[config.mk]
export PLATFORM = sky130hd
export DESIGN_NAME = axi_lite_led_ctrl_flat
export DESIGN_NICKNAME = d
export VERILOG_FILES = /design/src/rtl/axi_lite_led_ctrl_if.sv /design/src/rtl/axi_lite_led_ctrl.sv /design/src/flat_wrapper.sv
export SDC_FILE = /design/constraint.sdc
export NUM_CORES = 1
export LEC_CHECK = 0
export BUFFER_PORTS_ARGS = -buffer_cell sky130_fd_sc_hd__buf_4
export CORE_MARGIN = 8
export CORE_UTILIZATION = 36
export CTS_CLUSTER_SIZE = 14
export DETAILED_ROUTE_END_ITERATION = 16
export SYNTH_ARGS = -nofsm -noshare
export SYNTH_HDL_FRONTEND = slang
export SYNTH_SLANG_ARGS = --single-unit
export TNS_END_PERCENT = 100
[constraint.sdc]
create_clock -name aclk -period 4.3 [get_ports aclk]
set_clock_uncertainty 0.2 [all_clocks]
set_input_delay 0.86 -clock aclk [delete_from_list [all_inputs] [get_ports aclk]]
set_output_delay 0.86 -clock aclk [all_outputs]
set_load 0.02 [all_outputs]
[src/rtl/axi_lite_led_ctrl_if.sv]
`default_nettype none
// ============================================================================
// Module   : axi_lite_led_ctrl_if
// Brief    : AXI4-Lite bundle between a master and the LED controller slave.
// Revision : 1.0 - initial release
// ============================================================================
interface axi_lite_led_ctrl_if #(
    parameter int ADDR_W = 4
);
    logic [ADDR_W-1:0] s_axi_awaddr;
    logic              s_axi_awvalid;
    logic              s_axi_awready;
    logic [31:0]       s_axi_wdata;
    logic [3:0]        s_axi_wstrb;
    logic              s_axi_wvalid;
    logic              s_axi_wready;
    logic [1:0]        s_axi_bresp;
    logic              s_axi_bvalid;
    logic              s_axi_bready;
    logic [ADDR_W-1:0] s_axi_araddr;
    logic              s_axi_arvalid;
    logic              s_axi_arready;
    logic [31:0]       s_axi_rdata;
    logic [1:0]        s_axi_rresp;
    logic              s_axi_rvalid;
    logic              s_axi_rready;

    modport slave (
        input  s_axi_awaddr, s_axi_awvalid, s_axi_wdata, s_axi_wstrb, s_axi_wvalid,
               s_axi_bready, s_axi_araddr, s_axi_arvalid, s_axi_rready,
        output s_axi_awready, s_axi_wready, s_axi_bresp, s_axi_bvalid,
               s_axi_arready, s_axi_rdata, s_axi_rresp, s_axi_rvalid
    );

    modport master (
        output s_axi_awaddr, s_axi_awvalid, s_axi_wdata, s_axi_wstrb, s_axi_wvalid,
               s_axi_bready, s_axi_araddr, s_axi_arvalid, s_axi_rready,
        input  s_axi_awready, s_axi_wready, s_axi_bresp, s_axi_bvalid,
               s_axi_arready, s_axi_rdata, s_axi_rresp, s_axi_rvalid
    );
endinterface
`default_nettype wire

[src/rtl/axi_lite_led_ctrl.sv]
`default_nettype none
// ============================================================================
// Module   : axi_lite_led_ctrl
// Brief    : AXI4-Lite LED controller: software pattern or prescaled counter.
// Revision : 1.0 - initial release
// ============================================================================
module axi_lite_led_ctrl #(
    parameter int                    ADDR_W       = 4,
    parameter int                    PRESCALE_W   = 24,
    parameter logic [PRESCALE_W-1:0] PRESCALE_DEF = 24'd4
) (
    input  wire logic               aclk,
    input  wire logic               areset,
    axi_lite_led_ctrl_if.slave      s_axi,
    input  wire logic               cnt_disp,
    output logic [7:0]              leds
);
    localparam logic [31:0] c_id      = 32'h4C45_4431;
    localparam logic [1:0]  c_reg_led = 2'd0;
    localparam logic [1:0]  c_reg_pre = 2'd1;
    localparam logic [1:0]  c_reg_cnt = 2'd2;
    localparam logic [1:0]  c_reg_id  = 2'd3;

    logic                  r_aw_full;
    logic                  r_w_full;
    logic [1:0]            r_aw_sel;
    logic [31:0]           r_wdata;
    logic [3:0]            r_wstrb;
    logic                  r_bvalid;
    logic                  r_rvalid;
    logic [31:0]           r_rdata;
    logic [7:0]            r_led;
    logic [PRESCALE_W-1:0] r_prescale;
    logic [PRESCALE_W-1:0] r_pc;
    logic [7:0]            r_count;
    logic [7:0]            r_leds;

    logic                  w_awready;
    logic                  w_wready;
    logic                  w_arready;
    logic                  w_commit;
    logic [31:0]           w_mask;
    logic [7:0]            w_led_new;
    logic [31:0]           w_pre_new;
    logic [31:0]           w_rd_mux;
    logic                  w_unused_bits;

    // Readies are gated by reset directly so they read 0 while reset is held.
    assign w_awready = !areset && !r_aw_full && !r_bvalid;
    assign w_wready  = !areset && !r_w_full  && !r_bvalid;
    assign w_arready = !areset && !r_rvalid;
    assign w_commit  = r_aw_full && r_w_full && !r_bvalid;

    always_comb begin
        w_mask = '0;
        for (int b = 0; b < 4; b++) begin
            w_mask[8*b +: 8] = {8{r_wstrb[b]}};
        end
    end

    assign w_led_new = (r_led & ~w_mask[7:0]) | (r_wdata[7:0] & w_mask[7:0]);
    assign w_pre_new = (32'(r_prescale) & ~w_mask) | (r_wdata & w_mask);

    always_comb begin
        w_rd_mux = '0;
        case (s_axi.s_axi_araddr[3:2])
            c_reg_led: w_rd_mux = {24'd0, r_led};
            c_reg_pre: w_rd_mux = 32'(r_prescale);
            c_reg_cnt: w_rd_mux = {24'd0, r_count};
            c_reg_id:  w_rd_mux = c_id;
            default:   w_rd_mux = '0;
        endcase
    end

    always_ff @(posedge aclk) begin
        if (areset) begin
            r_aw_full <= 1'b0;
            r_w_full  <= 1'b0;
            r_aw_sel  <= '0;
            r_wdata   <= '0;
            r_wstrb   <= '0;
            r_bvalid  <= 1'b0;
        end else begin
            if (s_axi.s_axi_awvalid && w_awready) begin
                r_aw_full <= 1'b1;
                r_aw_sel  <= s_axi.s_axi_awaddr[3:2];
            end
            if (s_axi.s_axi_wvalid && w_wready) begin
                r_w_full <= 1'b1;
                r_wdata  <= s_axi.s_axi_wdata;
                r_wstrb  <= s_axi.s_axi_wstrb;
            end
            if (w_commit) begin
                r_aw_full <= 1'b0;
                r_w_full  <= 1'b0;
                r_bvalid  <= 1'b1;
            end else if (r_bvalid && s_axi.s_axi_bready) begin
                r_bvalid <= 1'b0;
            end
        end
    end

    // Counter and register file; a PRESCALE write restarts the prescale phase.
    always_ff @(posedge aclk) begin
        if (areset) begin
            r_led      <= '0;
            r_prescale <= PRESCALE_DEF;
            r_pc       <= '0;
            r_count    <= '0;
        end else begin
            if (r_pc == r_prescale) begin
                r_pc    <= '0;
                r_count <= r_count + 8'd1;
            end else begin
                r_pc <= r_pc + 1'b1;
            end
            if (w_commit && r_aw_sel == c_reg_led) begin
                r_led <= w_led_new;
            end
            if (w_commit && r_aw_sel == c_reg_pre) begin
                r_prescale <= w_pre_new[PRESCALE_W-1:0];
                r_pc       <= '0;
            end
        end
    end

    always_ff @(posedge aclk) begin
        if (areset) begin
            r_rvalid <= 1'b0;
            r_rdata  <= '0;
            r_leds   <= '0;
        end else begin
            if (s_axi.s_axi_arvalid && w_arready) begin
                r_rvalid <= 1'b1;
                r_rdata  <= w_rd_mux;
            end else if (r_rvalid && s_axi.s_axi_rready) begin
                r_rvalid <= 1'b0;
            end
            r_leds <= cnt_disp ? r_count : r_led;
        end
    end

    assign s_axi.s_axi_awready = w_awready;
    assign s_axi.s_axi_wready  = w_wready;
    assign s_axi.s_axi_bvalid  = r_bvalid;
    assign s_axi.s_axi_bresp   = 2'b00;
    assign s_axi.s_axi_arready = w_arready;
    assign s_axi.s_axi_rvalid  = r_rvalid;
    assign s_axi.s_axi_rdata   = r_rdata;
    assign s_axi.s_axi_rresp   = 2'b00;
    assign leds                = r_leds;

    // Address low bits and prescale bits above PRESCALE_W carry no state.
    assign w_unused_bits = ^{s_axi.s_axi_awaddr, s_axi.s_axi_araddr, w_pre_new};
endmodule
`default_nettype wire
[src/flat_wrapper.sv]
// flat-port wrapper written by rule: the top's interface ports become plain ports
module axi_lite_led_ctrl_flat 
#(
    parameter int                    ADDR_W       = 4,
    parameter int                    PRESCALE_W   = 24,
    parameter logic [PRESCALE_W-1:0] PRESCALE_DEF = 24'd4
)
  (aclk, areset, cnt_disp, leds, s_axi_s_axi_awaddr, s_axi_s_axi_awvalid, s_axi_s_axi_wdata, s_axi_s_axi_wstrb, s_axi_s_axi_wvalid, s_axi_s_axi_bready, s_axi_s_axi_araddr, s_axi_s_axi_arvalid, s_axi_s_axi_rready, s_axi_s_axi_awready, s_axi_s_axi_wready, s_axi_s_axi_bresp, s_axi_s_axi_bvalid, s_axi_s_axi_arready, s_axi_s_axi_rdata, s_axi_s_axi_rresp, s_axi_s_axi_rvalid);
  axi_lite_led_ctrl_if #(.ADDR_W(ADDR_W)) s_axi_i ();
  input  wire logic aclk;
  input  wire logic areset;
  input  wire logic cnt_disp;
  output logic [7:0] leds;
  input wire logic [$bits(s_axi_i.s_axi_awaddr)-1:0] s_axi_s_axi_awaddr;
  input wire logic [$bits(s_axi_i.s_axi_awvalid)-1:0] s_axi_s_axi_awvalid;
  input wire logic [$bits(s_axi_i.s_axi_wdata)-1:0] s_axi_s_axi_wdata;
  input wire logic [$bits(s_axi_i.s_axi_wstrb)-1:0] s_axi_s_axi_wstrb;
  input wire logic [$bits(s_axi_i.s_axi_wvalid)-1:0] s_axi_s_axi_wvalid;
  input wire logic [$bits(s_axi_i.s_axi_bready)-1:0] s_axi_s_axi_bready;
  input wire logic [$bits(s_axi_i.s_axi_araddr)-1:0] s_axi_s_axi_araddr;
  input wire logic [$bits(s_axi_i.s_axi_arvalid)-1:0] s_axi_s_axi_arvalid;
  input wire logic [$bits(s_axi_i.s_axi_rready)-1:0] s_axi_s_axi_rready;
  output wire logic [$bits(s_axi_i.s_axi_awready)-1:0] s_axi_s_axi_awready;
  output wire logic [$bits(s_axi_i.s_axi_wready)-1:0] s_axi_s_axi_wready;
  output wire logic [$bits(s_axi_i.s_axi_bresp)-1:0] s_axi_s_axi_bresp;
  output wire logic [$bits(s_axi_i.s_axi_bvalid)-1:0] s_axi_s_axi_bvalid;
  output wire logic [$bits(s_axi_i.s_axi_arready)-1:0] s_axi_s_axi_arready;
  output wire logic [$bits(s_axi_i.s_axi_rdata)-1:0] s_axi_s_axi_rdata;
  output wire logic [$bits(s_axi_i.s_axi_rresp)-1:0] s_axi_s_axi_rresp;
  output wire logic [$bits(s_axi_i.s_axi_rvalid)-1:0] s_axi_s_axi_rvalid;
  assign s_axi_i.s_axi_awaddr = s_axi_s_axi_awaddr;
  assign s_axi_i.s_axi_awvalid = s_axi_s_axi_awvalid;
  assign s_axi_i.s_axi_wdata = s_axi_s_axi_wdata;
  assign s_axi_i.s_axi_wstrb = s_axi_s_axi_wstrb;
  assign s_axi_i.s_axi_wvalid = s_axi_s_axi_wvalid;
  assign s_axi_i.s_axi_bready = s_axi_s_axi_bready;
  assign s_axi_i.s_axi_araddr = s_axi_s_axi_araddr;
  assign s_axi_i.s_axi_arvalid = s_axi_s_axi_arvalid;
  assign s_axi_i.s_axi_rready = s_axi_s_axi_rready;
  assign s_axi_s_axi_awready = s_axi_i.s_axi_awready;
  assign s_axi_s_axi_wready = s_axi_i.s_axi_wready;
  assign s_axi_s_axi_bresp = s_axi_i.s_axi_bresp;
  assign s_axi_s_axi_bvalid = s_axi_i.s_axi_bvalid;
  assign s_axi_s_axi_arready = s_axi_i.s_axi_arready;
  assign s_axi_s_axi_rdata = s_axi_i.s_axi_rdata;
  assign s_axi_s_axi_rresp = s_axi_i.s_axi_rresp;
  assign s_axi_s_axi_rvalid = s_axi_i.s_axi_rvalid;
  axi_lite_led_ctrl #(.ADDR_W(ADDR_W), .PRESCALE_W(PRESCALE_W), .PRESCALE_DEF(PRESCALE_DEF)) u_core (.aclk(aclk), .areset(areset), .s_axi(s_axi_i), .cnt_disp(cnt_disp), .leds(leds));
endmodule
==> results.cfg, run 1 <==
[clock_tree]
cts_sinks = 130
clkTransAtPathRegs_ps = 60
htree_levels = 4
insertion_delay_ps = 410
cts_root_buf = clkbuf_16
cts_tree = built
post_cts_buffers = 0
ctsResizeCount = 0
clk_path_buf_depth = 2
holdBufCountCts = 0
numCtsBuffers = 17

[logic_synthesis]
syn_inst = 639
yosysSeqAreaShare = 0.480
synth_adder_area_share = 0.00462
ys_warn_count = 0
syn_area_um2 = 5420
synth_top_family_by_area = simple AND/OR/NAND/NOR gates
ys_types = 37
synth-simple-area-share = 0.240
ys_ff_latch = 130
synthXorXnorAreaFrac = 0.0743
async_reset_ff_frac = 0
muxShareOfSynthArea = 0.0510
synth_edf_count = 0
yosys_most_used_dff = dfxtp_1
synth_compound_area_frac = 0.105
syn_avg_cell_area_um2 = 8.48

[cells_and_area]
nNetsFinal = 750
antenna_cells = 0
fillCellCount = 1486
drive_above_1_share = 0.171
synthToLayoutAreaGrowth_pct = 23.2
fin_util = 0.446

[global_routing]
antenna_found_initial = 0
grt_pass1_wl_um = 22900
grt-ovfl-total = 0
grt_start_max_net_pins = 85
grtUsageTotal = 0.145
grt_pass1_vias = 4617

[placed_design]
dp_hpwl_um = 9720
gp_congestion = 0.831
io_buffers = 78
place_ws_ps = 1370

[route]
first_iter_violations = 286
viasPerCell = 4.97
routed_wirelength_um = 13700
via_count = 4457
wl_per_cell_um = 15.3
antenna_left = 0
drc = 0
firstDrtPassIters = 4

[pwr]
power.share.clock = 0.516
pwr-share-comb = 0.058
swShare = 0.216
p_int_mw = 2.30
fin_total_pwr_mw = 2.94
power_leakage_nw = 2.71
power.density_nw_per_um2 = 440
peakVddDrop_mv = 0.218
p_seq_frac = 0.426
p_switching_mw = 0.635

[die]
die-area_um2 = 19200
core_area_um2 = 15000
num_io_pins = 101
die_h_um = 139
fp.dieW_um = 139
initial_utilization = 0.362
rows = 45

[timing]
fin_tns_setup_ps = 0
tightest_slew_ps = 1030
hold_viol = 0
max_freq_mhz = 352
rsz0062_at_grt = no
setup_viol = 0
min_period_over_period = 0.660
fin_crit_ps = 2840
worst_slack_ps = 1460
drv_slew = 0
relSlewSlack = 0.315

[setup_path]
path_delay_family = simple AND/OR/NAND/NOR gates
crit_required_ps = 4360
setup.worst_path.end_class = register
cp_data_arrival_time_ps = 2900
critPathLaunchType = register
path_max_fanout = 24
path_class = register to register
cp.buffers_inverters = 0
cp_cell_sequence = xor2_1, nor4_1, nand4_1, o21ai_2, nor2_1
critPathSlowestCell = o21ai_2
max_stage_delay_ps = 960
reg2reg_slack_ps = 1460

[min_path]
hp-class = register to register

[outcome]
status = finished, final reports clean

[job]
cap_violations = 0
[layout by cell type (no fill, tap or decap), types with 10 or more instances in the layout]
cell       count
xor2_1        41
o21ai_0       12
buf_4         80
dfxtp_1      130
nand3_1       51
nand2_1      110
mux2i_1       22
nand3b_1      10
a21oi_1       79
clkbuf_16     17
nor2_1        55
[worst reg2reg max path: stages, from the launching register on]
cell,delay (ps)
dfxtp_1,350
xor2_1,180
nor4_1,320
nand4_1,530
o21ai_2,960
nor2_1,140
[synthesized netlist by cell type (2+ instances only)]
cell / instances / area, µm²
xnor2_1: 5 / 43.8
nand2b_1: 4 / 25.0
a21oi_1: 79 / 395
buf_2: 3 / 15.0
buf_4: 12 / 90.1
nand3_1: 51 / 255
nor2b_1: 6 / 37.5
o21ai_0: 12 / 60.1
o22ai_1: 3 / 18.8
clkbuf_1: 32 / 120
and4_1: 2 / 17.5
nand2_1: 110 / 413
nand4_1: 6 / 37.5
nor4_1: 5 / 31.3
and3_1: 7 / 43.8
or4_1: 6 / 45.0
ha_1: 2 / 25.0
o31ai_1: 5 / 37.5
mux2_2: 5 / 56.3
nand3b_1: 10 / 75.1
and2_1: 2 / 12.5
xor2_1: 41 / 359
o211ai_1: 4 / 30.0
dfxtp_1: 130 / 2600
inv_1: 2 / 7.51
nor4_2: 3 / 37.5
nor3_1: 5 / 25.0
mux2i_1: 22 / 220
buf_1: 3 / 11.3
nor2_1: 55 / 206
[cells by family (layout without fill, tap and decap cells)]
| logic type | Yosys count | after routing |
|---|---|---|
| compound gates | 106 | 106 |
| xor+xnor | 46 | 46 |
| fa+ha+maj | 2 | 2 |
| buf+inv | 52 | 114 |
| flops | 130 | 130 |
| mux | 27 | 27 |
| other cells | 1 | 9 |
| simple gates | 275 | 275 |
[per-stage QoR]
| stage | cells | cell area [µm²] | hold WS (ps) |
|---|---|---|---|
| detailed placement | 865 | 6050 | 245 |
| CTS | 897 | 6680 | 252 |
| finish | 897 | 6680 | 252 |
| global route | 897 | 6680 | 269 |
| floorplan | 647 | 5450 | 237 |
| global placement | 865 | 6050 | 245 |
[layout make-up]
type / count / area [µm²] / area share
Timing Repair Buffer: 80 / 601 / 0.0899
Clock inverter: 10 / 155 / 0.0232
Sequential cell: 130 / 2600 / 0.390
Clock buffer: 22 / 474 / 0.0710
Tap cell: 188 / 235 / 0.0352
Multi-Input combinational cell: 465 / 2600 / 0.390
Inverter: 2 / 7.51 / 0.00112
[power by group through the flow]
stage	clock [mW]	combinational (mW)	sequential [mW]
2_1_floorplan	0	0.116	1.28
3_3_place_gp	0	0.169	1.28
3_5_place_dp	0	0.172	1.28
4_1_cts	1.53	0.172	1.25
5_1_grt	1.59	0.189	1.25
6_report	1.52	0.171	1.25
[path summary, 6_finish.rpt]
| check | start | end | cells past startpoint |
|---|---|---|---|
| setup / recovery | register | u_core.r_pc[17]$_SDFF_PP0_ | 5 |
| hold / removal | u_core.s_axi.s_axi_rdata[9]$_SDFFE_PP0P_ | u_core.s_axi.s_axi_rdata[9]$_SDFFE_PP0P_ | 2 |
| setup reg to reg | register | u_core.r_pc[17]$_SDFF_PP0_ | 5 |
| hold reg to reg | u_core.s_axi.s_axi_rdata[9]$_SDFFE_PP0P_ | u_core.s_axi.s_axi_rdata[9]$_SDFFE_PP0P_ | 2 |
[layer usage]
metal / vias to the layer above / share of wire / global-route usage
li1: 2268 / - / -
met5: - / 0 / 0
met1: 2073 / 0.48 / 0.183
met3: 23 / 0.035 / 0.0275
met4: 0 / 0.020 / 0.0734
met2: 93 / 0.47 / 0.231
Note: power is estimated with default switching activity, not from simulation.
==> run 2, diff against run 1 <==
- clock period: 4.3 -> 2.7 ns (I/O delays scaled with it)
==> results.cfg, run 2 (synthesis gave the netlist of run 1 again) <==
[cells_and_area]
layout_commonest_cell = dfxtp_1
finalNonFillerCells = 906
antenna_cells = 0
drive_above_1_share = 0.180
layout_common_cells = dfxtp_1 (130), nand2_1 (110), buf_4 (89), a21oi_1 (79), nor2_1 (55)
nNetsFinal = 759
synthToLayoutAreaGrowth_pct = 24.1

[die]
num_io_pins = 101
fp.dieW_um = 139
die_h_um = 139
rows = 45
initial_utilization = 0.362
core_area_um2 = 15000
die-area_um2 = 19200

[setup_path]
critPathLaunchType = register
path_max_fanout = 13
ff2ff_path_depth = 5
crit_required_ps = 2800
setup.worst_path.end_class = register
reg2reg_slack_ps = 490
path_class = register to register
cp_data_arrival_time_ps = 2310
rr_endpoint = u_core.r_count[7]$_SDFFE_PP0N_

[timing]
hold_viol = 0
min_period_over_period = 0.818
drv_slew = 0
setup_viol = 0
rsz0062_at_grt = no
relSlewSlack = 0.465
max_freq_mhz = 453
hold_ws_ps = 117
tightest_slew_ps = 796
fin_crit_ps = 2210
fin_tns_setup_ps = 0

[clock_tree]
htree_levels = 4
holdBufCountCts = 0
ctsResizeCount = 0
cts_root_buf = clkbuf_16
insertion_delay_ps = 410
numCtsBuffers = 17
clkTransAtPathRegs_ps = 60
clk_path_buf_depth = 2
cts_tree = built
cts_sinks = 130
post_cts_buffers = 0

[job]
cap_violations = 0

[outcome]
status = finished, final reports clean

[route]
antenna_left = 0
first_iter_violations = 342
drc = 0
viasPerCell = 4.97
via_count = 4500
firstDrtPassIters = 5
wl_per_cell_um = 15.2
routed_wirelength_um = 13800

[min_path]
hp-class = primary input to register
min_to = u_core.s_axi.s_axi_rvalid$_SDFFE_PP0P_
min_path_cells = 2
holdCritStartpoint = s_axi_s_axi_rready

[placed_design]
gp_congestion = 0.839
place_inst = 874
dp_hpwl_um = 9990
io_buffers = 78

[pwr]
power_leakage_nw = 2.74
peakVddDrop_mv = 0.431
power.density_nw_per_um2 = 687
fin_total_pwr_mw = 4.62

[global_routing]
grt-ovfl-total = 0
grt_pass1_wl_um = 22500
antenna_found_initial = 0
grt_pass1_vias = 4536
grt_start_max_net_pins = 70
grtUsageTotal = 0.143
## run 2: power by group
group / leakage (nW) / total (mW) / switching [mW] / internal [mW]
logic: 1.39 / 0.284 / 0.173 / 0.112
clock network: 0.293 / 2.34 / 0.818 / 1.52
registers: 1.05 / 1.99 / 0.0350 / 1.96
total: 2.74 / 4.62 / 1.03 / 3.59
## run 2: worst max path at each step
stage,startpoint,endpoint,slack (ps),cells after the start
2_1_floorplan,areset,u_core.r_wdata[15]$_SDFFE_PP0P_,530,6
3_3_place_gp,areset,u_core.r_pc[21]$_SDFF_PP0_,560,6
3_5_place_dp,areset,u_core.r_pc[18]$_SDFF_PP0_,540,6
4_1_cts,register,u_core.r_count[7]$_SDFFE_PP0N_,490,5
5_1_grt,register,u_core.r_count[7]$_SDFFE_PP0N_,350,5
6_report,register,u_core.r_count[7]$_SDFFE_PP0N_,490,5
## run 2: critical path, cell delays in order, from the launching register on
cell and delay (ps):
dfxtp_1 370, xor2_1 190, nor4_1 320, nand2_1 340
nor3_1 310, mux2_2 360
## run 2: routing by layer
layer | vias up | wire length (µm) | global-route usage
met3 | 8 | 677 | 0.0386
li1 | 2283 | - | -
met2 | 106 | 6670 | 0.234
met4 | 0 | 100 | 0.0503
met5 | - | 0 | 0
met1 | 2103 | 6350 | 0.178
## run 2: final cells by class
class / count / area (µm²)
repair buffers: 89 / 668
well taps: 188 / 235
multi-input cells: 465 / 2600
inverters: 2 / 7.51
flip-flops and latches: 130 / 2600
clock inverters: 9 / 129
clock buffers: 23 / 478
fillers: 1490 / 8250
## run 2: stage by stage
step | worst slack [ps] | utilization | area [µm²]
2_1_floorplan | 529 | - | 5450
3_3_place_gp | 559 | 0.408 | 6120
3_5_place_dp | 536 | 0.408 | 6120
4_1_cts | 486 | 0.449 | 6720
5_1_grt | 350 | 0.449 | 6720
6_report | 491 | 0.449 | 6720
